==> src/rtl/rc4_pkg.sv <==
// Shared widths and FSM encodings for the RC4 keystream consumer.
// Imported by the FIFO and the XOR stream top.
package rc4_pkg;

    localparam int BYTE_W = 8;

    typedef enum logic [1:0] {
        ST_IDLE = 2'd0,
        ST_RUN  = 2'd1,
        ST_DONE = 2'd2
    } state_t;

endpackage

==> src/rtl/rc4_ks_fifo.sv <==
// Keystream byte FIFO, DEPTH entries (power of 2), head presented combinationally.
// Latency: a byte pushed in cycle N is at dout from cycle N+1 (no bypass).
// Backpressure: pushes while full and pops while empty are ignored.
module rc4_ks_fifo
    import rc4_pkg::*;
#(
    parameter int DEPTH = 4
) (
    input  logic                      clk,
    input  logic                      rst_n,
    input  logic                      push,
    input  logic                      pop,
    input  logic [BYTE_W-1:0]         din,
    output logic [BYTE_W-1:0]         dout,
    output logic [$clog2(DEPTH):0]    count,
    output logic                      full,
    output logic                      empty
);

    localparam int AW = $clog2(DEPTH);
    localparam int CW = AW + 1;

    logic [BYTE_W-1:0] mem [DEPTH];
    logic [AW-1:0]     wr_ptr;
    logic [AW-1:0]     rd_ptr;
    logic              do_push;
    logic              do_pop;

    assign full    = (count == CW'(DEPTH));
    assign empty   = (count == '0);
    assign do_push = push && !full;
    assign do_pop  = pop && !empty;
    assign dout    = mem[rd_ptr];

    // Storage carries no reset; only pointers and count define validity.
    always_ff @(posedge clk) begin
        if (do_push) begin
            mem[wr_ptr] <= din;
        end
    end

    // Pointer width equals log2(DEPTH), so increments wrap modulo DEPTH.
    always_ff @(posedge clk or negedge rst_n) begin
        if (!rst_n) begin
            wr_ptr <= '0;
            rd_ptr <= '0;
            count  <= '0;
        end else begin
            if (do_push) begin
                wr_ptr <= wr_ptr + 1'b1;
            end
            if (do_pop) begin
                rd_ptr <= rd_ptr + 1'b1;
            end
            case ({do_push, do_pop})
                2'b10:   count <= count + 1'b1;
                2'b01:   count <= count - 1'b1;
                default: count <= count;
            endcase
        end
    end

endmodule

==> src/rtl/rc4_xor_stream.sv <==
// XORs plaintext with buffered RC4 keystream, counting bytes to msg_len then raising done.
// Latency: 1 cycle from plaintext accept to ct_valid; 1 byte/cycle with ct_ready high.
// Backpressure: ct_ready low holds ct_data/ct_valid and drops pt_ready; ks_ready low when FIFO full.
module rc4_xor_stream
    import rc4_pkg::*;
#(
    parameter int KS_DEPTH = 4,
    parameter int LEN_W    = 8
) (
    input  logic              clk,
    input  logic              rst_n,
    input  logic              start,
    input  logic [LEN_W-1:0]  msg_len,
    input  logic              ks_valid,
    input  logic [BYTE_W-1:0] ks_byte,
    output logic              ks_ready,
    input  logic              pt_valid,
    input  logic [BYTE_W-1:0] pt_data,
    output logic              pt_ready,
    output logic              ct_valid,
    output logic [BYTE_W-1:0] ct_data,
    input  logic              ct_ready,
    output logic              busy,
    output logic              done
);

    localparam int CW = $clog2(KS_DEPTH) + 1;

    state_t            state;
    logic [LEN_W-1:0]  len_q;
    logic [LEN_W-1:0]  cnt;
    logic [BYTE_W-1:0] ks_head;
    logic [CW-1:0]     ks_count;
    logic              fifo_full;
    logic              fifo_empty;
    logic              fire;
    logic              unused_ks_count;

    assign unused_ks_count = ^ks_count;

    rc4_ks_fifo #(
        .DEPTH (KS_DEPTH)
    ) u_ks_fifo (
        .clk   (clk),
        .rst_n (rst_n),
        .push  (ks_valid && ks_ready),
        .pop   (fire),
        .din   (ks_byte),
        .dout  (ks_head),
        .count (ks_count),
        .full  (fifo_full),
        .empty (fifo_empty)
    );

    // Full flag comes from the registered count, so a same-cycle pop never frees a slot early.
    assign ks_ready = !fifo_full;
    assign busy     = (state == ST_RUN);
    assign pt_ready = (state == ST_RUN) && !fifo_empty && (cnt < len_q)
                      && (!ct_valid || ct_ready);
    assign fire     = pt_valid && pt_ready;

    always_ff @(posedge clk or negedge rst_n) begin
        if (!rst_n) begin
            state    <= ST_IDLE;
            len_q    <= '0;
            cnt      <= '0;
            ct_valid <= 1'b0;
            ct_data  <= '0;
            done     <= 1'b0;
        end else begin
            case (state)
                ST_IDLE, ST_DONE: begin
                    if (start) begin
                        len_q <= msg_len;
                        cnt   <= '0;
                        if (msg_len == '0) begin
                            state <= ST_DONE;
                            done  <= 1'b1;
                        end else begin
                            state <= ST_RUN;
                            done  <= 1'b0;
                        end
                    end
                end
                ST_RUN: begin
                    if (fire) begin
                        ct_data  <= pt_data ^ ks_head;
                        ct_valid <= 1'b1;
                        cnt      <= cnt + 1'b1;
                    end else if (ct_ready) begin
                        ct_valid <= 1'b0;
                    end
                    // cnt == len_q blocks further fires, so this is the final byte leaving.
                    if (ct_valid && ct_ready && (cnt == len_q)) begin
                        state <= ST_DONE;
                        done  <= 1'b1;
                    end
                end
                default: state <= ST_IDLE;
            endcase
        end
    end

endmodule

==> config.mk <==
export PLATFORM = sky130hd
export DESIGN_NAME = rc4_xor_stream
export DESIGN_NICKNAME = d
export VERILOG_FILES = /design/src/rtl/rc4_pkg.sv /design/src/rtl/rc4_ks_fifo.sv /design/src/rtl/rc4_xor_stream.sv
export SDC_FILE = /design/constraint.sdc
export NUM_CORES = 1
export LEC_CHECK = 0
export BUFFER_PORTS_ARGS = -buffer_cell sky130_fd_sc_hd__buf_4
export CAP_MARGIN = 40
export CORE_UTILIZATION = 52
export CTS_CLUSTER_SIZE = 24
export DETAILED_ROUTE_END_ITERATION = 16
export MAX_ROUTING_LAYER = met4
export PLACE_DENSITY = 0.76
export SLEW_MARGIN = 20
export SYNTH_ARGS = -nofsm -noshare
export SYNTH_HDL_FRONTEND = slang
export SYNTH_HIERARCHICAL = 1
export SYNTH_SLANG_ARGS = --single-unit
==> constraint.sdc <==
create_clock -name clk -period 2.8 [get_ports clk]
set_clock_uncertainty 0.15 [all_clocks]
set_input_delay 0.14 -clock clk [delete_from_list [all_inputs] [get_ports clk]]
set_output_delay 0.14 -clock clk [all_outputs]
set_load 0.005 [all_outputs]
==> run summary, run 1 <==
run status = complete, no violations
Critical Path Max Stage Delay = 0.45 ns
row count = 28
fmax = 375 MHz
Worst EP arrival = 2.78 ns
Post-Route Utilization = 69.0%
Setup TNS Final = 0 ns
largest net degree at the start of global routing = 36
adder-cell area share of the yosys netlist = 6.08%
EDFF count, synth = 32
Setup crit end kind = register
cell taking the most area after synthesis = edfxtp_1
DIE WIDTH = 80.6 um
unrepaired setup endpoints after global routing = no
Yosys reg bits = 67
top cells by count, synth = dfrtp_1, edfxtp_1, nand2_1, inv_1, ha_1
Critical Path, Cell by Cell = ha_1, a21oi_2, o2111a_2, nand3_4, inv_4, o31a_2, ha_4, inv_1, fa_1, xor2_1, nor2_1, xor2_1
routed vias/inst = 5.47
ANT cells = 0
Worst R2R End = u_ks_fifo/count[2]
Detailed Routing Iterations Pass 1 = 4
DIE HEIGHT = 80.6 um
CP startpoint = cnt[2]
final WL = 6510 um
P&R area growth vs syn = 28.0%
clock sink count = 67
fin crit period = 2.66 ns
largest family of logic cells by synthesized area = simple AND/OR/NAND/NOR gates
distinct cell type count of the synthesized netlist = 51
Routed WL per cell = 16.6 um
post-synthesis simple-gate area fraction = 11.7%
most frequently used flop master after synthesis = dfrtp_1
worst setup margin = 0.137 ns
synthesized area per cell = 13.6 um2
CTS Buf Count = 9
Worst-path clk slew = 0.08 ns
WP data required = 2.91 ns
Reg2Reg Launch Point = cnt[2]
WP buf/inv = 2
Synth Area in XOR/XNOR = 3.82%
Global Route Usage Sum = 22.3%
Detailed Place HPWL = 4350 um
Finish-stage setup viols = 0
fin crit share = 95.1%
Final Hold Vio Count = 0
vias in the first global route = 2143
Synth top area share = 29.9%
maximum VDD drop = 540 uV
Clk Latency, worst-skew pair = 0.35 ns
Remaining Overflow, GRT = 0
vias = 2143
Starting DRT DRC Count = 134
slowest CP cell = dfrtp_2
startpoint types = register
CP Depth = 12
nets = 357
DIE AREA = 6490 um2
synthesis warning total = 6
syn nets = 282
Clock H-tree levels = 3
CP dominant cell by count = xor2_1
Final ANT Viol Nets = 0
Post-Place Worst Slack = 0.0444 ns
total core area = 5960 um2
drt drc = 0
min-delay src = pt_data[4]
Syn Inst Count = 237
mux cell area share after synthesis = 10.7%
antenna violations before repair = 0
Worst Hold Class = primary input to register
Synth Cell Area = 3210 um2
Max-slew headroom = 45.6%
CTS Buffer Depth = 2
first-pass GRT wire length = 10200 um
family with the most delay on the worst path = adder cells
root buffer cell = clkbuf_8
P per Cell Area = 1070 nW/um2
share of layout cells above drive strength 1 = 34.7%
num ports = 43
Leakage = 1.68 nW
Starting Density = 53.9%
Synth Area in Compound Gates = 7.13%
CTS tree = done
largest cells by area after synthesis = edfxtp_1, dfrtp_1, mux4_2
ys async rst share = 52.2%
CP Capture Point = u_ks_fifo/count[2]
Seq/Total Area, Yosys = 57.2%
count leader, synth = dfrtp_1
max-slew violation count = 0
Design Power = 4.40 mW
critical path type = register to register
GPL Wtd Cong = 0.857
port bufs = 42
measured slew at the worst slew-check pin = 0.810 ns
max-cap check violation count = 0
Worst R2R Path Depth = 12
R2R setup slack = 0.14 ns
worst-path fanout max = 7
[registers in the layout (all words and copies together), names as in the netlist]
| signal | cells |
|---|---|
| ct_valid | 1 |
| cnt | 8 |
| done | 1 |
| state | 2 |
| len_q | 8 |
| u_ks_fifo/rd_ptr | 2 |
| u_ks_fifo/mem | 32 |
| u_ks_fifo/count | 3 |
| ct_data | 8 |
| u_ks_fifo/wr_ptr | 2 |
[cell usage in the layout, fill, tap and decap left out, drive strengths merged, types with 2 or more instances in the layout]
cell type / synthesis / final
inv: 19 / 21
mux4: 8 / 8
nor3: 3 / 3
nor4: 6 / 6
clkinvlp: 0 / 2
xor2: 11 / 11
dlygate4sd3: 0 / 19
nor2b: 4 / 4
nand2b: 5 / 5
nand2: 23 / 23
a211oi: 2 / 2
mux2: 10 / 10
nand3: 5 / 5
and3: 5 / 5
edfxtp: 32 / 32
nor2: 5 / 5
o21ai: 11 / 11
buf: 3 / 50
xnor2: 3 / 3
clkbuf: 2 / 10
and2: 2 / 2
clkinv: 0 / 2
o31a: 2 / 2
ha: 14 / 14
dfrtp: 35 / 35
nand4: 5 / 5
a221o: 2 / 2
a21oi: 2 / 2
mux2i: 2 / 2
a31oi: 2 / 2
[repair_timing]
| item | 4_1_cts | 5_1_grt |
|---|---|---|
| hold buffers | 19 | 0 |
| setup buffers | 0 | 2 |
| hold endpoints to repair | 78 | 0 |
| setup endpoints to repair | 0 | 1 |
| gates resized for setup | 0 | 12 |
[per-layer routing]
layer  GRT usage (%)  wire length (um)  vias to the layer above
li1                -                 -                     1017
met1            27.3              2810                     1055
met2            35.3              3310                       57
met3            5.45               246                       14
met4            9.82               146                        0
met5               -                 0                        -
[worst reg2reg max path, stage by stage (launching register included)]
cell,delay [ns]
dfrtp_2,0.45
ha_1,0.22
a21oi_2,0.18
o2111a_2,0.29
nand3_4,0.09
inv_4,0.05
o31a_2,0.18
ha_4,0.14
inv_1,0.05
fa_1,0.37
xor2_1,0.15
nor2_1,0.11
xor2_1,0.15
[area by class of cell]
| class | instances | area, um2 |
|---|---|---|
| Clock buffer | 10 | 128 |
| Clock inverter | 6 | 50.0 |
| Fill cell | 412 | 1850 |
| Inverter | 19 | 73.8 |
| Multi-Input combinational cell | 146 | 1360 |
| Sequential cell | 67 | 1840 |
| Tap cell | 75 | 93.8 |
| Timing Repair Buffer | 69 | 566 |
[logic make-up after synthesis]
family | after synthesis
AO/OA/AOI/OAI | 31
multiplexers | 20
buffers and inverters | 24
XOR/XNOR | 14
adder cells (fa/ha/maj) | 15
flip-flops | 67
AND/OR/NAND/NOR | 66
[per-stage QoR]
stage	cell area (um2)	hold slack, ns	cells
2_1_floorplan	3230	-0.306	237
3_3_place_gp	3650	-0.0368	355
3_5_place_dp	3650	-0.0338	355
4_1_cts	4020	0.0309	390
5_1_grt	4110	0.0489	392
6_report	4110	0.0401	392
[worst min path at each step]
stage / slack, ns / endpoint / cells past startpoint
global route: 0.05 / ct_data[4] / 3
detailed placement: -0.03 / ct_data[1] / 1
floorplan: -0.31 / cnt[0] / 0
global placement: -0.04 / ct_data[6] / 1
CTS: 0.03 / ct_data[4] / 3
finish: 0.04 / ct_data[4] / 3
[report_power, final]
group	internal [mW]	switching, mW	total [mW]
Combinational	1.07	0.955	2.03
Clock	0.330	0.403	0.733
Sequential	1.38	0.259	1.64
Total	2.79	1.62	4.40
(Power assumes the default switching activity.)
==> inputs of run 2 (changes only) <==
Settings changed: CORE_ASPECT_RATIO from default to 1.4, CORE_UTILIZATION 52 to 54, CTS_BUF_LIST from default to sky130_fd_sc_hd__clkbuf_4, PLACE_DENSITY 0.76 to 0.78.
==> run summary, run 2 (synthesis gave the netlist of run 1 again) <==
Starting DRT DRC Count = 187
Worst R2R Path Depth = 12
DIE HEIGHT = 93.3 um
largest net degree at the start of global routing = 36
total core area = 5610 um2
Global Route Usage Sum = 24.7%
register share of total power = 37.8%
Worst EP arrival = 2.88 ns
maximum VDD drop = 575 uV
clock sink count = 67
placed instance count = 348
GPL Wtd Cong = 0.861
power share of the clock group = 17.2%
commonest non-fill, non-tap cells in the layout = buf_4, dfrtp_1, edfxtp_1
Clock H-tree levels = 3
Worst-path clk slew = 0.13 ns
most common cell after layout, fill and taps aside = buf_4
Design Power = 4.36 mW
Worst R2R End = u_ks_fifo/count[2]
worst hold slack = 0.0549 ns
Post-Route Utilization = 73.9%
Finished Layout Cells = 394
max-cap check violation count = 0
measured slew at the worst slew-check pin = 0.614 ns
P_sw = 1.57 mW
ANT cells = 0
P per Cell Area = 1050 nW/um2
fmax = 372 MHz
startpoint types = register
worst-path fanout max = 4
Worst Hold Class = primary input to async pin
Reg2Reg Launch Point = cnt[6]
# fillers = 383
fin crit period = 2.69 ns
CTS Buf Count = 9
Setup crit end kind = register
Logic pwr share = 45.0%
share of layout cells above drive strength 1 = 32.8%
DIE WIDTH = 67.2 um
Top reg by flops = u_ks_fifo/mem
max FFs per register = 32
fin crit share = 96.0%
port bufs = 42
drt drc = 0
Leakage = 1.73 nW
Routed WL per cell = 17.3 um
Finish-stage setup viols = 0
routed vias/inst = 5.64
critical path type = register to register
Detailed Routing Iterations Pass 1 = 4
CTS Buffer Depth = 2
first-pass GRT wire length = 10600 um
Starting Density = 57.3%
sw frac = 36.1%
run status = complete, no violations
final WL = 6800 um
nets = 366
Final Hold Vio Count = 0
DIE AREA = 6260 um2
R2R setup slack = 0.11 ns
Final Cell Area = 4140 um2
Detailed Place HPWL = 4500 um
DP Area = 3640 um2
CTS tree = done
vias = 2222
unrepaired setup endpoints after global routing = no
Remaining Overflow, GRT = 0
root buffer cell = clkbuf_4
Clk Latency, worst-skew pair = 0.41 ns
max-slew violation count = 0
vias in the first global route = 2359
P&R area growth vs syn = 29.0%
row count = 32
num ports = 43
Final ANT Viol Nets = 0
Max-slew headroom = 59.1%
antenna violations before repair = 0
WP data required = 2.99 ns
Int Pwr = 2.78 mW
-- run 2: cell types whose count changed in the layout (fill, tap and decap cells not counted), sizes merged --
cell and change:
bufinv +2, dlygate4sd3 +8, inv +1, clkbuf -1, clkinvlp -2, buf +1
-- run 2: worst max-delay path by stage --
stage	from	end	slack, ns	cells past startpoint
2_1_floorplan	len_q[5]	u_ks_fifo/count[2]	0.004	14
3_3_place_gp	cnt[5]	u_ks_fifo/count[2]	0.09	12
3_5_place_dp	cnt[5]	u_ks_fifo/count[2]	-0.003	12
4_1_cts	len_q[5]	u_ks_fifo/count[2]	0.02	13
5_1_grt	cnt[3]	u_ks_fifo/count[2]	0.02	12
6_report	cnt[6]	u_ks_fifo/count[2]	0.11	12
-- run 2: stage by stage --
stage               setup WS, ns  setup TNS, ns
floorplan                0.00432              0
global placement          0.0922              0
detailed placement      -0.00297       -0.00297
CTS                       0.0201              0
global route              0.0185              0
finish                     0.111              0
-- run 2: what timing repair did --
item	CTS	global route
gates resized for setup	1	8
endpoints found under the setup margin	1	2
hold endpoints to repair	86	1
buffers inserted	0	3
hold buffers	26	1
pin swaps	0	4
-- run 2: cell type report --
| class | count | area [um2] | area share (%) |
|---|---|---|---|
| Clock buffer | 9 | 67.6 | 1.63 |
| Clock inverter | 7 | 98.8 | 2.39 |
| Inverter | 19 | 73.8 | 1.78 |
| Multi-Input combinational cell | 146 | 1330 | 32.0 |
| Sequential cell | 67 | 1840 | 44.4 |
| Tap cell | 68 | 85.1 | 2.05 |
| Timing Repair Buffer | 78 | 653 | 15.8 |
-- run 2: critical path, cell delays in order, from the launching register on --
cell and delay (ns):
dfrtp_1 0.43, ha_1 0.34, o21ai_1 0.21, o21a_2 0.21, nand3_4 0.10, inv_4 0.06
o31a_4 0.16, ha_4 0.13, inv_1 0.05, fa_1 0.37, xor2_1 0.15, nor2_1 0.11
xor2_1 0.16
-- run 2: per-layer routing --
metal  share of wire, %  track usage, %  vias up  wire length (um)
met4                3.2            12.4        0               215
met3                4.7            5.85       20               318
met5                  0               -        -                 0
met1                 37            24.5     1086              2490
met2                 56            43.7       75              3780
li1                   -               -     1041                 -
-- run 2: power by group through the flow --
stage	Sequential, mW	Combinational [mW]	Clock (mW)
3_5_place_dp	1.67	1.81	0
2_1_floorplan	1.56	1.36	0
4_1_cts	1.65	1.85	0.759
3_3_place_gp	1.65	1.74	0
6_report	1.65	1.96	0.749
5_1_grt	1.69	2.13	0.800
==> inputs of run 3 (changes only) <==
--- a/config.mk
+++ b/config.mk
@@ -10,3 +10,3 @@
 export CORE_ASPECT_RATIO = 1.4
-export CORE_UTILIZATION = 54
+export CORE_UTILIZATION = 64
 export CTS_BUF_LIST = sky130_fd_sc_hd__clkbuf_4
@@ -15,3 +15,3 @@
 export MAX_ROUTING_LAYER = met4
-export PLACE_DENSITY = 0.78
+export PLACE_DENSITY = 0.87
 export SLEW_MARGIN = 20
==> constraint.sdc (replaced) <==
create_clock -name clk -period 3.2 [get_ports clk]
set_clock_uncertainty 0.15 [all_clocks]
set_input_delay 0.64 -clock clk [delete_from_list [all_inputs] [get_ports clk]]
set_output_delay 0.64 -clock clk [all_outputs]
set_load 0.005 [all_outputs]
==> run summary, run 3 (synthesis gave the netlist of run 1 again) <==
unrepaired setup endpoints after global routing = no
run status = complete, no violations
fin crit period = 3.04 ns
maximum VDD drop = 564 uV
Setup crit end kind = register
CP startpoint = cnt[5]
final WL = 6250 um
WP data required = 3.38 ns
Post-CTS Setup Bufs = 0
Max-slew headroom = 57.9%
Remaining Overflow, GRT = 0
Top reg by flops = u_ks_fifo/mem
clock sink count = 67
Final ANT Viol Nets = 0
Leakage = 1.58 nW
share of layout cells above drive strength 1 = 32.1%
measured slew at the worst slew-check pin = 0.625 ns
max FFs per register = 32
max-slew violation count = 0
Clock H-tree levels = 3
most common cell after layout, fill and taps aside = buf_4
fmax = 329 MHz
routed vias/inst = 5.97
cts hold-fix bufs = 0
CTS tree = done
startpoint types = register
DIE AREA = 5310 um2
family with the most delay on the worst path = adder cells
P&R area growth vs syn = 17.2%
max-cap check violation count = 0
Setup TNS Final = 0 ns
critical path type = register to register
Worst EP arrival = 3.22 ns
CTS Buffer Depth = 2
CTS Buf Count = 9
WP buf/inv = 2
Final Hold Vio Count = 0
Worst-path clk slew = 0.12 ns
nets = 333
fin crit share = 95.1%
first-pass GRT wire length = 9580 um
Worst Hold Class = primary input to async pin
row count = 30
total core area = 4840 um2
drt drc = 0
antenna violations before repair = 0
Global Route Usage Sum = 27.3%
Starting Density = 66.3%
Routed WL per cell = 17.5 um
Finished Layout Cells = 357
slowest CP cell = dfrtp_1
DIE HEIGHT = 85.8 um
port bufs = 42
root buffer cell = clkbuf_4
vias = 2132
P per Cell Area = 963 nW/um2
Reg2Reg Launch Point = cnt[5]
Detailed Place HPWL = 4520 um
Finish-stage setup viols = 0
vias in the first global route = 2117
Critical Path, Cell by Cell = ha_1, a211oi_2, o21a_1, nand3_4, inv_4, o31a_2, ha_1, inv_1, fa_1, xor2_1, nor2_1, xor2_1
Clk Latency, worst-skew pair = 0.40 ns
largest net degree at the start of global routing = 36
Starting DRT DRC Count = 94
# resized after CTS = 0
GPL Wtd Cong = 0.826
Detailed Routing Iterations Pass 1 = 6
Critical Path Max Stage Delay = 0.45 ns
ANT cells = 0
worst-path fanout max = 5
placed instance count = 341
DIE WIDTH = 61.9 um
num ports = 43
commonest non-fill, non-tap cells in the layout = buf_4, dfrtp_1, edfxtp_1
## run 3: worst paths after layout
path | endpoint | slack [ns] | cells past startpoint
hold reg to reg | len_q[0] | 0.35 | 2
setup / recovery | u_ks_fifo/count[2] | 0.16 | 12
min in group clk | u_ks_fifo/mem[1][0] | 0.28 | 1
hold / removal | done | 0.03 | 1
max in group asynchronous | cnt[4] | 2.55 | 1
setup reg to reg | u_ks_fifo/count[2] | 0.16 | 12
## run 3: metal layers
metal	GRT usage [%]	up-vias	routed length (um)	share of wire, %
met4	20.4	0	391	6.3
li1	-	981	-	-
met1	28.3	1022	2290	37
met2	43.8	93	3280	53
met3	5.58	36	284	4.5
met5	-	-	0	0
## run 3: cell type report
| cell class | count | area [um2] |
|---|---|---|
| clock buffers | 9 | 67.6 |
| clock inverters | 7 | 98.8 |
| fillers | 292 | 1080 |
| inverters | 19 | 73.8 |
| multi-input cells | 146 | 1270 |
| flip-flops and latches | 67 | 1840 |
| well taps | 64 | 80.1 |
| repair buffers | 45 | 338 |
## run 3: worst register-to-register path, cell delays in order (launching register included)
cell and delay [ns]:
dfrtp_1 0.45, ha_1 0.35, a211oi_2 0.26, o21a_1 0.29, nand3_4 0.14, inv_4 0.07
o31a_2 0.17, ha_1 0.20, inv_1 0.08, fa_1 0.39, xor2_1 0.16, nor2_1 0.11
xor2_1 0.15
## run 3: power breakdown
part	internal, mW	switching (mW)
sequential	1.21	0.235
combinational	0.784	0.764
clock	0.324	0.313
total	2.32	1.31
## run 3: stage by stage
step	util, %	setup slack (ns)	instance area, um2	power (mW)	hold slack [ns]
2_1_floorplan	-	0.264	3210	2.53	0.194
3_3_place_gp	74.2	0.301	3590	2.91	0.326
3_5_place_dp	74.2	0.141	3590	2.99	0.330
4_1_cts	77.6	0.0870	3760	3.64	0.0177
5_1_grt	77.8	0.0489	3760	3.86	0.0340
6_report	77.8	0.158	3760	3.63	0.0293
